==> src/rtl/rv32_pkg.sv <==
// Shared RV32 definitions for the writeback slice.
// Holds load funct3 encodings, datapath widths and the load-queue entry layout.
// No logic; imported by the interface, aligner and writeback top.
package rv32_pkg;

  localparam int XLEN   = 32;
  localparam int REG_AW = 5;

  localparam logic [2:0] F3_LB  = 3'b000;
  localparam logic [2:0] F3_LH  = 3'b001;
  localparam logic [2:0] F3_LW  = 3'b010;
  localparam logic [2:0] F3_LBU = 3'b100;
  localparam logic [2:0] F3_LHU = 3'b101;

  // One queued load response, kept raw; alignment happens at dequeue.
  typedef struct packed {
    logic [REG_AW-1:0] rd;
    logic [2:0]        funct3;
    logic [1:0]        addr_lo;
    logic [XLEN-1:0]   data;
  } lq_entry_t;

endpackage

==> src/rtl/rv32_writeback_if.sv <==
// Writeback stage bundle: ALU result, LSU load response, regfile write port, scoreboard.
// Master side is the pipeline/bench driving results; slave side is the writeback stage.
// LQ_AW sizes the occupancy count (LQ_AW+1 bits).
interface rv32_writeback_if #(parameter int LQ_AW = 2);
  import rv32_pkg::*;

  logic              alu_valid;
  logic [REG_AW-1:0] alu_rd;
  logic [XLEN-1:0]   alu_val;

  logic              ld_valid;
  logic              ld_ready;
  logic [REG_AW-1:0] ld_rd;
  logic [2:0]        ld_funct3;
  logic [1:0]        ld_addr_lo;
  logic [XLEN-1:0]   ld_data;

  logic              wb_en;
  logic [REG_AW-1:0] wb_reg;
  logic [XLEN-1:0]   wb_val;

  logic [XLEN-1:0]   busy_vec;
  logic [LQ_AW:0]    lq_count;

  modport master (
    output alu_valid, alu_rd, alu_val,
    output ld_valid, ld_rd, ld_funct3, ld_addr_lo, ld_data,
    input  ld_ready,
    input  wb_en, wb_reg, wb_val, busy_vec, lq_count
  );

  modport slave (
    input  alu_valid, alu_rd, alu_val,
    input  ld_valid, ld_rd, ld_funct3, ld_addr_lo, ld_data,
    output ld_ready,
    output wb_en, wb_reg, wb_val, busy_vec, lq_count
  );

endinterface

==> src/rtl/rv32_load_align.sv <==
// Extracts and extends the addressed byte/half of a raw load word per RV32I funct3.
// Latency: purely combinational, zero cycles.
// Backpressure: none; reusable by forwarding paths.
module rv32_load_align
  import rv32_pkg::*;
(
  input  logic [2:0]      funct3_i,
  input  logic [1:0]      addr_lo_i,
  input  logic [XLEN-1:0] raw_i,
  output logic [XLEN-1:0] val_o
);

  logic [7:0]  byte_sel;
  logic [15:0] half_sel;

  // Select the addressed byte and half; halfword ignores addr_lo[0].
  always_comb begin
    byte_sel = raw_i[7:0];
    case (addr_lo_i)
      2'd0:    byte_sel = raw_i[7:0];
      2'd1:    byte_sel = raw_i[15:8];
      2'd2:    byte_sel = raw_i[23:16];
      default: byte_sel = raw_i[31:24];
    endcase
    half_sel = addr_lo_i[1] ? raw_i[31:16] : raw_i[15:0];
  end

  // Extend according to load type; unused encodings behave as a full word.
  always_comb begin
    val_o = raw_i;
    case (funct3_i)
      F3_LB:   val_o = {{24{byte_sel[7]}}, byte_sel};
      F3_LH:   val_o = {{16{half_sel[15]}}, half_sel};
      F3_LBU:  val_o = {24'd0, byte_sel};
      F3_LHU:  val_o = {16'd0, half_sel};
      default: val_o = raw_i;
    endcase
  end

endmodule

==> src/rtl/rv32_writeback.sv <==
// Writeback: merges ALU results and queued load results into one registered regfile write port.
// Latency: ALU 1 cycle; load 1 cycle after the push edge when queue empty and ALU idle.
// Backpressure: ALU never stalls (priority); loads stall via ld_ready when the queue is full.
module rv32_writeback
  import rv32_pkg::*;
#(
  parameter int LQ_DEPTH = 4,
  parameter int LQ_AW    = 2
) (
  input logic               clk,
  input logic               rst_n,
  rv32_writeback_if.slave   wb_if
);

  localparam logic [LQ_AW:0] FULL_CNT = (LQ_AW+1)'(LQ_DEPTH);

  lq_entry_t         lq_mem_q [LQ_DEPTH];
  logic [LQ_AW-1:0]  wr_ptr_q, rd_ptr_q;
  logic [LQ_AW:0]    count_q, count_d;

  logic              wb_en_q, wb_en_d;
  logic [REG_AW-1:0] wb_reg_q, wb_reg_d;
  logic [XLEN-1:0]   wb_val_q, wb_val_d;

  logic              push, pop, ld_ready;
  lq_entry_t         head;
  logic [XLEN-1:0]   head_val;
  logic [XLEN-1:0]   busy_vec;
  logic [LQ_AW-1:0]  offs;

  // Ready depends only on occupancy, so a same-cycle pop never frees a slot for a push.
  assign ld_ready = (count_q != FULL_CNT);
  assign push     = wb_if.ld_valid && ld_ready;
  assign pop      = !wb_if.alu_valid && (count_q != '0);
  assign head     = lq_mem_q[rd_ptr_q];

  rv32_load_align u_align (
    .funct3_i  (head.funct3),
    .addr_lo_i (head.addr_lo),
    .raw_i     (head.data),
    .val_o     (head_val)
  );

  // Occupancy update: simultaneous push and pop leave the count unchanged.
  always_comb begin
    count_d = count_q;
    case ({push, pop})
      2'b10:   count_d = count_q + 1'b1;
      2'b01:   count_d = count_q - 1'b1;
      default: count_d = count_q;
    endcase
  end

  // Queue pointers and count; reset discards every queued load.
  always_ff @(posedge clk or negedge rst_n) begin
    if (!rst_n) begin
      wr_ptr_q <= '0;
      rd_ptr_q <= '0;
      count_q  <= '0;
    end else begin
      if (push) wr_ptr_q <= wr_ptr_q + 1'b1;
      if (pop)  rd_ptr_q <= rd_ptr_q + 1'b1;
      count_q <= count_d;
    end
  end

  // Queue storage; contents are only meaningful between the pointers.
  always_ff @(posedge clk) begin
    if (push) begin
      lq_mem_q[wr_ptr_q] <= '{rd:      wb_if.ld_rd,
                              funct3:  wb_if.ld_funct3,
                              addr_lo: wb_if.ld_addr_lo,
                              data:    wb_if.ld_data};
    end
  end

  // Write-stage selection: ALU first, else queue head; x0 updates reg/val but never enables.
  always_comb begin
    wb_en_d  = 1'b0;
    wb_reg_d = wb_reg_q;
    wb_val_d = wb_val_q;
    if (wb_if.alu_valid) begin
      wb_en_d  = (wb_if.alu_rd != '0);
      wb_reg_d = wb_if.alu_rd;
      wb_val_d = wb_if.alu_val;
    end else if (pop) begin
      wb_en_d  = (head.rd != '0);
      wb_reg_d = head.rd;
      wb_val_d = head_val;
    end
  end

  // Registered regfile write port.
  always_ff @(posedge clk or negedge rst_n) begin
    if (!rst_n) begin
      wb_en_q  <= 1'b0;
      wb_reg_q <= '0;
      wb_val_q <= '0;
    end else begin
      wb_en_q  <= wb_en_d;
      wb_reg_q <= wb_reg_d;
      wb_val_q <= wb_val_d;
    end
  end

  // Pending-write scoreboard: occupied queue slots plus an enabled write stage; x0 never busy.
  always_comb begin
    busy_vec = '0;
    offs     = '0;
    for (int i = 0; i < LQ_DEPTH; i++) begin
      offs = LQ_AW'(i) - rd_ptr_q;
      if ({1'b0, offs} < count_q) busy_vec[lq_mem_q[i].rd] = 1'b1;
    end
    if (wb_en_q) busy_vec[wb_reg_q] = 1'b1;
    busy_vec[0] = 1'b0;
  end

  assign wb_if.ld_ready = ld_ready;
  assign wb_if.wb_en    = wb_en_q;
  assign wb_if.wb_reg   = wb_reg_q;
  assign wb_if.wb_val   = wb_val_q;
  assign wb_if.busy_vec = busy_vec;
  assign wb_if.lq_count = count_q;

`ifndef SYNTHESIS
  // Issue must not send an ALU result to a register that still has a write pending.
  always @(posedge clk) begin
    if (rst_n && wb_if.alu_valid && (wb_if.alu_rd != '0))
      assert (!busy_vec[wb_if.alu_rd]);
  end
`endif

endmodule

==> src/flat_wrapper.sv <==
// flat-port wrapper written by rule: the top's interface ports become plain ports
module rv32_writeback_flat import rv32_pkg::*;
#(
  parameter int LQ_DEPTH = 4,
  parameter int LQ_AW    = 2
)
  (clk, rst_n, wb_if_alu_valid, wb_if_alu_rd, wb_if_alu_val, wb_if_ld_valid, wb_if_ld_rd, wb_if_ld_funct3, wb_if_ld_addr_lo, wb_if_ld_data, wb_if_ld_ready, wb_if_wb_en, wb_if_wb_reg, wb_if_wb_val, wb_if_busy_vec, wb_if_lq_count);
  rv32_writeback_if #(.LQ_AW(LQ_AW)) wb_if_i ();
  input logic clk;
  input logic rst_n;
  input wire logic [$bits(wb_if_i.alu_valid)-1:0] wb_if_alu_valid;
  input wire logic [$bits(wb_if_i.alu_rd)-1:0] wb_if_alu_rd;
  input wire logic [$bits(wb_if_i.alu_val)-1:0] wb_if_alu_val;
  input wire logic [$bits(wb_if_i.ld_valid)-1:0] wb_if_ld_valid;
  input wire logic [$bits(wb_if_i.ld_rd)-1:0] wb_if_ld_rd;
  input wire logic [$bits(wb_if_i.ld_funct3)-1:0] wb_if_ld_funct3;
  input wire logic [$bits(wb_if_i.ld_addr_lo)-1:0] wb_if_ld_addr_lo;
  input wire logic [$bits(wb_if_i.ld_data)-1:0] wb_if_ld_data;
  output wire logic [$bits(wb_if_i.ld_ready)-1:0] wb_if_ld_ready;
  output wire logic [$bits(wb_if_i.wb_en)-1:0] wb_if_wb_en;
  output wire logic [$bits(wb_if_i.wb_reg)-1:0] wb_if_wb_reg;
  output wire logic [$bits(wb_if_i.wb_val)-1:0] wb_if_wb_val;
  output wire logic [$bits(wb_if_i.busy_vec)-1:0] wb_if_busy_vec;
  output wire logic [$bits(wb_if_i.lq_count)-1:0] wb_if_lq_count;
  assign wb_if_i.alu_valid = wb_if_alu_valid;
  assign wb_if_i.alu_rd = wb_if_alu_rd;
  assign wb_if_i.alu_val = wb_if_alu_val;
  assign wb_if_i.ld_valid = wb_if_ld_valid;
  assign wb_if_i.ld_rd = wb_if_ld_rd;
  assign wb_if_i.ld_funct3 = wb_if_ld_funct3;
  assign wb_if_i.ld_addr_lo = wb_if_ld_addr_lo;
  assign wb_if_i.ld_data = wb_if_ld_data;
  assign wb_if_ld_ready = wb_if_i.ld_ready;
  assign wb_if_wb_en = wb_if_i.wb_en;
  assign wb_if_wb_reg = wb_if_i.wb_reg;
  assign wb_if_wb_val = wb_if_i.wb_val;
  assign wb_if_busy_vec = wb_if_i.busy_vec;
  assign wb_if_lq_count = wb_if_i.lq_count;
  rv32_writeback #(.LQ_DEPTH(LQ_DEPTH), .LQ_AW(LQ_AW)) u_core (.clk(clk), .rst_n(rst_n), .wb_if(wb_if_i));
endmodule
==> config.mk <==
export PLATFORM = sky130hd
export DESIGN_NAME = rv32_writeback_flat
export DESIGN_NICKNAME = d
export VERILOG_FILES = /design/src/rtl/rv32_pkg.sv /design/src/rtl/rv32_writeback_if.sv /design/src/rtl/rv32_load_align.sv /design/src/rtl/rv32_writeback.sv /design/src/flat_wrapper.sv
export SDC_FILE = /design/constraint.sdc
export NUM_CORES = 1
export LEC_CHECK = 0
export CAP_MARGIN = 20
export CORE_MARGIN = 10
export CORE_UTILIZATION = 39
export CTS_CLUSTER_SIZE = 28
export DETAILED_ROUTE_END_ITERATION = 6
export SLEW_MARGIN = 20
export SYNTH_ARGS = -nofsm -noshare
export SYNTH_HDL_FRONTEND = slang
export SYNTH_SLANG_ARGS = --single-unit
==> constraint.sdc <==
create_clock -name clk -period 4.18 [get_ports clk]
set_input_delay 0.836 -clock clk [delete_from_list [all_inputs] [get_ports clk]]
set_output_delay 0.836 -clock clk [all_outputs]
set_load 0.02 [all_outputs]
==> results of run 1 <==
==> routing by layer <==
| metal | wire, um | GRT usage, % | vias to the layer above |
|---|---|---|---|
| li1 | - | - | 3212 |
| met5 | 11 | 0 | - |
| met3 | 2342 | 4.016 | 50 |
| met2 | 14340 | 28.34 | 304 |
| met4 | 543 | 4.068 | 2 |
| met1 | 12500 | 22.76 | 3572 |
==> path summary, 6_finish.rpt <==
path                                          startpoint                       to  slack (ps)  depth (start not counted)
worst max-delay path            u_core.wb_if.lq_count[1]       wb_if_busy_vec[23]         230                          9
worst min-delay path                               rst_n   u_core.wb_if.wb_reg[2]         380                          1
worst max register to register        u_core.rd_ptr_q[0]  u_core.wb_if.wb_val[17]         790                          6
worst min register to register    u_core.wb_if.wb_val[5]   u_core.wb_if.wb_val[5]         490                          2
max in group asynchronous                          rst_n  u_core.wb_if.wb_val[27]        3050                          2
min in group clk                  u_core.wb_if.wb_val[5]   u_core.wb_if.wb_val[5]         490                          2
==> power breakdown <==
group	leakage (nW)	internal (mW)	switching, mW	total [mW]
sequential	2.06	2.87	0.308	3.18
clock	0.352	1.16	0.777	1.93
combinational	2.07	1.78	2.55	4.32
total	4.48	5.80	3.63	9.44
==> through the flow <==
stage | power [mW] | hold WS, ps | cell area (um2) | utilization, %
floorplan | 5.936 | 540.4 | 10180 | -
global placement | 7.518 | 461.3 | 12080 | 46.74
detailed placement | 7.530 | 476.8 | 12080 | 46.74
CTS | 9.486 | 389.4 | 12800 | 49.54
global route | 9.948 | 419.2 | 12830 | 49.66
finish | 9.436 | 379.9 | 12830 | 49.67
==> what timing repair did <==
item                                    in CTS  in global routing
endpoints found under the hold margin        0                  0
endpoints found under the setup margin       0                 25
gates resized for setup                      0                  7
==> kinds of logic after synthesis <==
group           count (synthesis)  share of synthesized area, %
fa+ha+maj                      10                         1.303
simple gates                  178                         8.865
other cells                     1                       0.03685
buf+inv                        67                         3.406
compound gates                182                         13.83
flops                         213                         60.64
xor+xnor                        7                        0.6025
mux                            56                         11.31
==> area by class of cell <==
cell class	instances	area, um2	area share, %
antenna	2	5.005	0.03900
clock buffer	31	615.6	4.797
timing repair buffer	181	1744	13.59
sequential	213	6173	48.10
tap	335	419.2	3.266
clock inverter	11	107.6	0.8384
multi-input combinational	434	3697	28.81
inverter	19	71.32	0.5557
==> worst max-delay path: stages (launching register included) <==
cell and delay [ps]:
dfrtp_1 410, inv_1 220, ha_1 290, a21oi_1 110, o21ai_0 100, buf_4 210
and3_1 230, a222oi_1 300, o211ai_1 170, clkdlybuf4s50_1 570
==> placed cells by master, fill, tap and decap left out, drive strengths merged, types with 5 or more instances in the layout <==
cell,synthesis,final
nor2b,6,6
nand2,71,71
mux4,42,42
inv,19,20
a211oi,5,5
and3b,5,5
clkinv,0,7
a221o,21,21
nor2,20,20
clkdlybuf4s50,0,153
o221ai,26,26
o22ai,19,19
nor3,15,15
a21oi,22,22
a22oi,16,16
o21ai,26,26
or3,6,6
ha,9,9
o211ai,9,9
nor3b,12,12
nand2b,8,8
nand3,9,9
mux2i,8,8
mux2,6,6
and3,12,12
buf,19,27
clkbuf,29,31
a221oi,6,6
dfrtp,45,45
edfxtp,168,168
==> results by group, run 1 <==
Timing
  – Unrepaired setup endpoints after global routing: false
  – Period utilisation layout: a little over nine tenths
  – Final setup viols: 0
  – Worst slew pin tran: ~900 ps
  – Fin worst setup slack: 226.6 ps
  – Max-slew violation count: 0
  – Tmin final: 3953 ps
  – Final hold viol count: 0
  – Clock skew: 13.17 ps
  – Slew margin rel.: approximately 41%
  – TNS Setup: 0 ps
  – Max Freq: between 200 and 300 MHz

Layout
  – Number of flip-flops under the largest register name: around 170
  – Fin nets: 965
  – Layout area overhead: 26.12%
  – Fill count: about 2300
  – Share of cells above drive strength 1: between 10% and 20%
  – Non-filler cells, final: roughly 1200

Drt
  – Mean number of vias per cell: between 5 and 6
  – Residual DRC: 0
  – Vias: around 7100
  – Routed WL per cell: roughly 24 um
  – DRT Pass-1 Iters: 5
  – Final ANT Viol Nets: 0
  – Initial DRC count: 626
  – Drt total wl: roughly 30 mm

Clock network
  – Clk_lat worst skew: roughly 510 ps
  – Clk slew on worst S/H paths: approximately 60 ps
  – CTS max path bufs: 3
  – CTS H-tree lvls: 1
  – Setup bufs post-CTS: 0
  – Hold buffers post-CTS: 0
  – CTS sink count: 213
  – CTS root buffer: clkbuf_16
  – Num CTS Buffers: 23
  – CTS tree: built

Yosys
  – Yosys top cell area share: between 40 and 50%
  – Syn Area/Cell: 14.25 um2
  – Cell variety after synth: just under 70
  – Cell with the most instances after synthesis: edfxtp_1
  – Primary FF master, synth: edfxtp_1
  – Synth Cell Area: ~0.010 mm2
  – Top cells by area, synth: edfxtp_1, dfrtp_1, mux4_2
  – Share of the yosys chip area belonging to registers: between 60% and 70%
  – Area leader, netlist: edfxtp_1
  – Top post-synthesis cells by count: edfxtp_1, nand2_1, dfrtp_1
  – Syn nets: slightly above 800
  – Number of synthesized register bits: 213
  – Post-synth ARST share: 21.13%
  – Post-Syn Instances: 714
  – Number of synthesized flops with an enable pin: approximately 170
  – Yosys warning count: 0

Die
  – IO Pins: 157
  – Die extent in x: roughly 180 um
  – Initial core utilization: 39.38%
  – Core Rows: 59
  – Die ar.: between 0.03 and 0.04 mm2
  – Die span in y: between 150 and 200 um
  – Core box area: 0.02584 mm2

Worst setup path
  – CP Capture Type: output pin
  – Setup Crit Path Kind: reg2out
  – Worst Path Arrival: 3120 ps
  – Startpoint Class: flop
  – Critical Path Fanout Max: 13
  – Critical Path RT: 3340 ps

Power
  – PD cells: between 700 and 800 mW/mm2
  – P_leak: approximately 4.5 nW
  – Maximum vdd ir drop: 365.3 uV

Place
  – IO Port Bufs: roughly 160
  – GPL Wtd Cong: 0.9509
  – Detail Placement HPWL: approximately 21 mm
  – Pre-CTS setup slack: ~560 ps
  – Placed Cells: 1182

GRT
  – Grt total ovfl: 0
  – Pin count of the biggest net entering global routing: 47
  – Vias in the first global route: 7320
  – Initial antenna violation count: 3
  – First-pass GRT wire length: approximately 45 mm
  – GRT Resource Usage Total: 17.29%

Run
  – Max-cap violations: 0

Hold path
  – Worst min path class: in2async

Status
  – Status: completed
Power figures use the tool's default switching activity.
==> run 2: changes to the inputs <==
--- a/config.mk
+++ b/config.mk
@@ -5,11 +5,12 @@
 export SDC_FILE = /design/constraint.sdc
 export NUM_CORES = 1
 export LEC_CHECK = 0
-export CAP_MARGIN = 20
+export CORE_ASPECT_RATIO = 1.1
 export CORE_MARGIN = 10
-export CORE_UTILIZATION = 39
+export CORE_UTILIZATION = 54
 export CTS_CLUSTER_SIZE = 28
 export DETAILED_ROUTE_END_ITERATION = 6
+export PLACE_DENSITY = 0.8
 export SLEW_MARGIN = 20
 export SYNTH_ARGS = -nofsm -noshare
 export SYNTH_HDL_FRONTEND = slang
==> results by group, run 2 (synthesized netlist as in run 1, its figures left out) <==
Status
  – Status: completed

Clock network
  – Num CTS Buffers: 22
  – Clk slew on worst S/H paths: 70 ps
  – CTS sink count: roughly 210
  – CTS max path bufs: 3
  – Hold buffers post-CTS: 0
  – CTS H-tree lvls: 1
  – CTS tree: built
  – Clk_lat worst skew: around 500 ps
  – CTS root buffer: clkbuf_16

GRT
  – Grt total ovfl: 0
  – Vias in the first global route: around 7800
  – GRT Resource Usage Total: 26.89%
  – First-pass GRT wire length: between 50 and 60 mm
  – Pin count of the biggest net entering global routing: 46
  – Initial antenna violation count: 0

Timing
  – Period utilisation layout: a little over nine tenths
  – Max Freq: roughly 250 MHz
  – Max-slew violation count: 0
  – Slew margin rel.: 48.29%
  – Worst slew pin tran: between 700 and 800 ps
  – Unrepaired setup endpoints after global routing: false
  – Final setup viols: 0
  – Final hold viol count: 0
  – Clock skew: roughly 11 ps
  – Worst hold slack: ~410 ps
  – TNS Setup: 0 ps
  – Tmin final: 4071 ps

Worst setup path
  – Critical Path RT: about 3300 ps
  – CP Capture Type: output pin
  – Reg2reg setup slack: 620 ps
  – Critical Path Fanout Max: 9
  – R2r startpoint: u_core.rd_ptr_q[0]
  – Startpoint Class: flop
  – Setup Crit Path Kind: reg2out
  – Critical Path End: wb_if_busy_vec[27]
  – Worst R2R Path Depth: 7
  – Worst Path Arrival: approximately 3200 ps
  – Worst R2R End: u_core.wb_if.wb_val[17]
  – Crit. Startpoint: u_core.rd_ptr_q[1]

Die
  – Core Rows: 52
  – Die span in y: ~160 um
  – Initial core utilization: a little under three fifths
  – Die extent in x: between 150 and 200 um
  – IO Pins: around 160
  – Core box area: 0.01848 mm2
  – Die ar.: roughly 0.025 mm2

Layout
  – Most frequent cells in the layout: edfxtp_1, clkdlybuf4s50_1, nand2_1
  – Commonest non-fill, non-tap cell in the layout: edfxtp_1
  – Fill count: around 1200
  – Fin nets: approximately 960
  – Share of cells above drive strength 1: 15.14%
  – Layout area overhead: 26.03%
  – Number of flip-flops under the largest register name: 168

Drt
  – Mean number of vias per cell: about 6.7
  – Initial DRC count: ~990
  – Routed WL per cell: a little under 30 um
  – Final ANT Viol Nets: 0
  – Drt total wl: approximately 34 mm
  – Residual DRC: 0
  – DRT Pass-1 Iters: 7
  – Vias: 7579

Place
  – IO Port Bufs: between 150 and 200
  – Detail Placement HPWL: between 20 and 25 mm
  – GPL Wtd Cong: roughly 1.1

Power
  – Maximum vdd ir drop: just over 600 uV
  – P_leak: approximately 4.5 nW
  – PD cells: ~770 mW/mm2

Run
  – Max-cap violations: 0

Hold path
  – Worst min path class: in2async
[run 2: through the flow]
| step | area (um2) | setup WS, ps | total power, mW | instances | utilization (%) |
|---|---|---|---|---|---|
| after detailed placement | 11920 | 355.7 | 7.548 | 1084 | 64.48 |
| after global placement | 11920 | 407.6 | 7.442 | 1084 | 64.48 |
| after global routing | 12820 | 6.861 | 10.30 | 1128 | 69.38 |
| after floorplan | 10180 | 568.3 | 5.936 | 714 | - |
| final | 12820 | 108.6 | 9.876 | 1130 | 69.41 |
| after CTS | 12750 | 1.132 | 9.817 | 1124 | 69.00 |
[run 2: repair_timing]
item,4_1_cts,5_1_grt
setup buffers,0,4
setup endpoints to repair,14,25
gates resized for setup,4,7
pin swaps,1,2
[run 2: worst min path at each step]
stage               slack [ps]              startpoint  cells after the start                endpoint
floorplan                  540                   rst_n                      0      u_core.rd_ptr_q[0]
global placement           480  u_core.wb_if.wb_val[3]                      2  u_core.wb_if.wb_val[3]
detailed placement         500  u_core.wb_if.wb_val[3]                      2  u_core.wb_if.wb_val[3]
CTS                        440                   rst_n                      2      u_core.wb_if.wb_en
global route               470                   rst_n                      2  u_core.wb_if.wb_reg[0]
finish                     410                   rst_n                      2      u_core.wb_if.wb_en
[run 2: layout make-up]
class	instances	area (um2)	share of cell area [%]
diodes	2	5.005	0.03902
clock buffers	24	579.3	4.517
clock inverters	16	237.7	1.854
inverters	19	71.32	0.5561
multi-input cells	434	3724	29.03
flip-flops and latches	213	6173	48.14
well taps	243	304.0	2.371
repair buffers	179	1730	13.49
[run 2: power by group]
| group | total (mW) | leakage (nW) | switching [mW] | internal, mW |
|---|---|---|---|---|
| Sequential | 3.24 | 2.06 | 0.369 | 2.87 |
| Combinational | 4.44 | 2.07 | 2.64 | 1.80 |
| Clock | 2.19 | 0.399 | 0.816 | 1.38 |
| Total | 9.88 | 4.53 | 3.83 | 6.05 |
[run 2: critical path: stages (launching register included)]
cell and delay, ps:
dfrtp_2 490, xor2_2 220, ha_1 300, a21oi_2 340, o2111ai_1 250, o221ai_1 370
a221o_1 180, clkdlybuf4s50_1 600
[run 2: metal layers]
| metal | vias up | routed length [um] | global-route usage, % |
|---|---|---|---|
| met5 | - | 0 | 0 |
| met4 | 0 | 920 | 8.056 |
| met3 | 70 | 2858 | 4.377 |
| met2 | 510 | 17100 | 45.57 |
| met1 | 3800 | 12820 | 34.84 |
| li1 | 3199 | - | - |
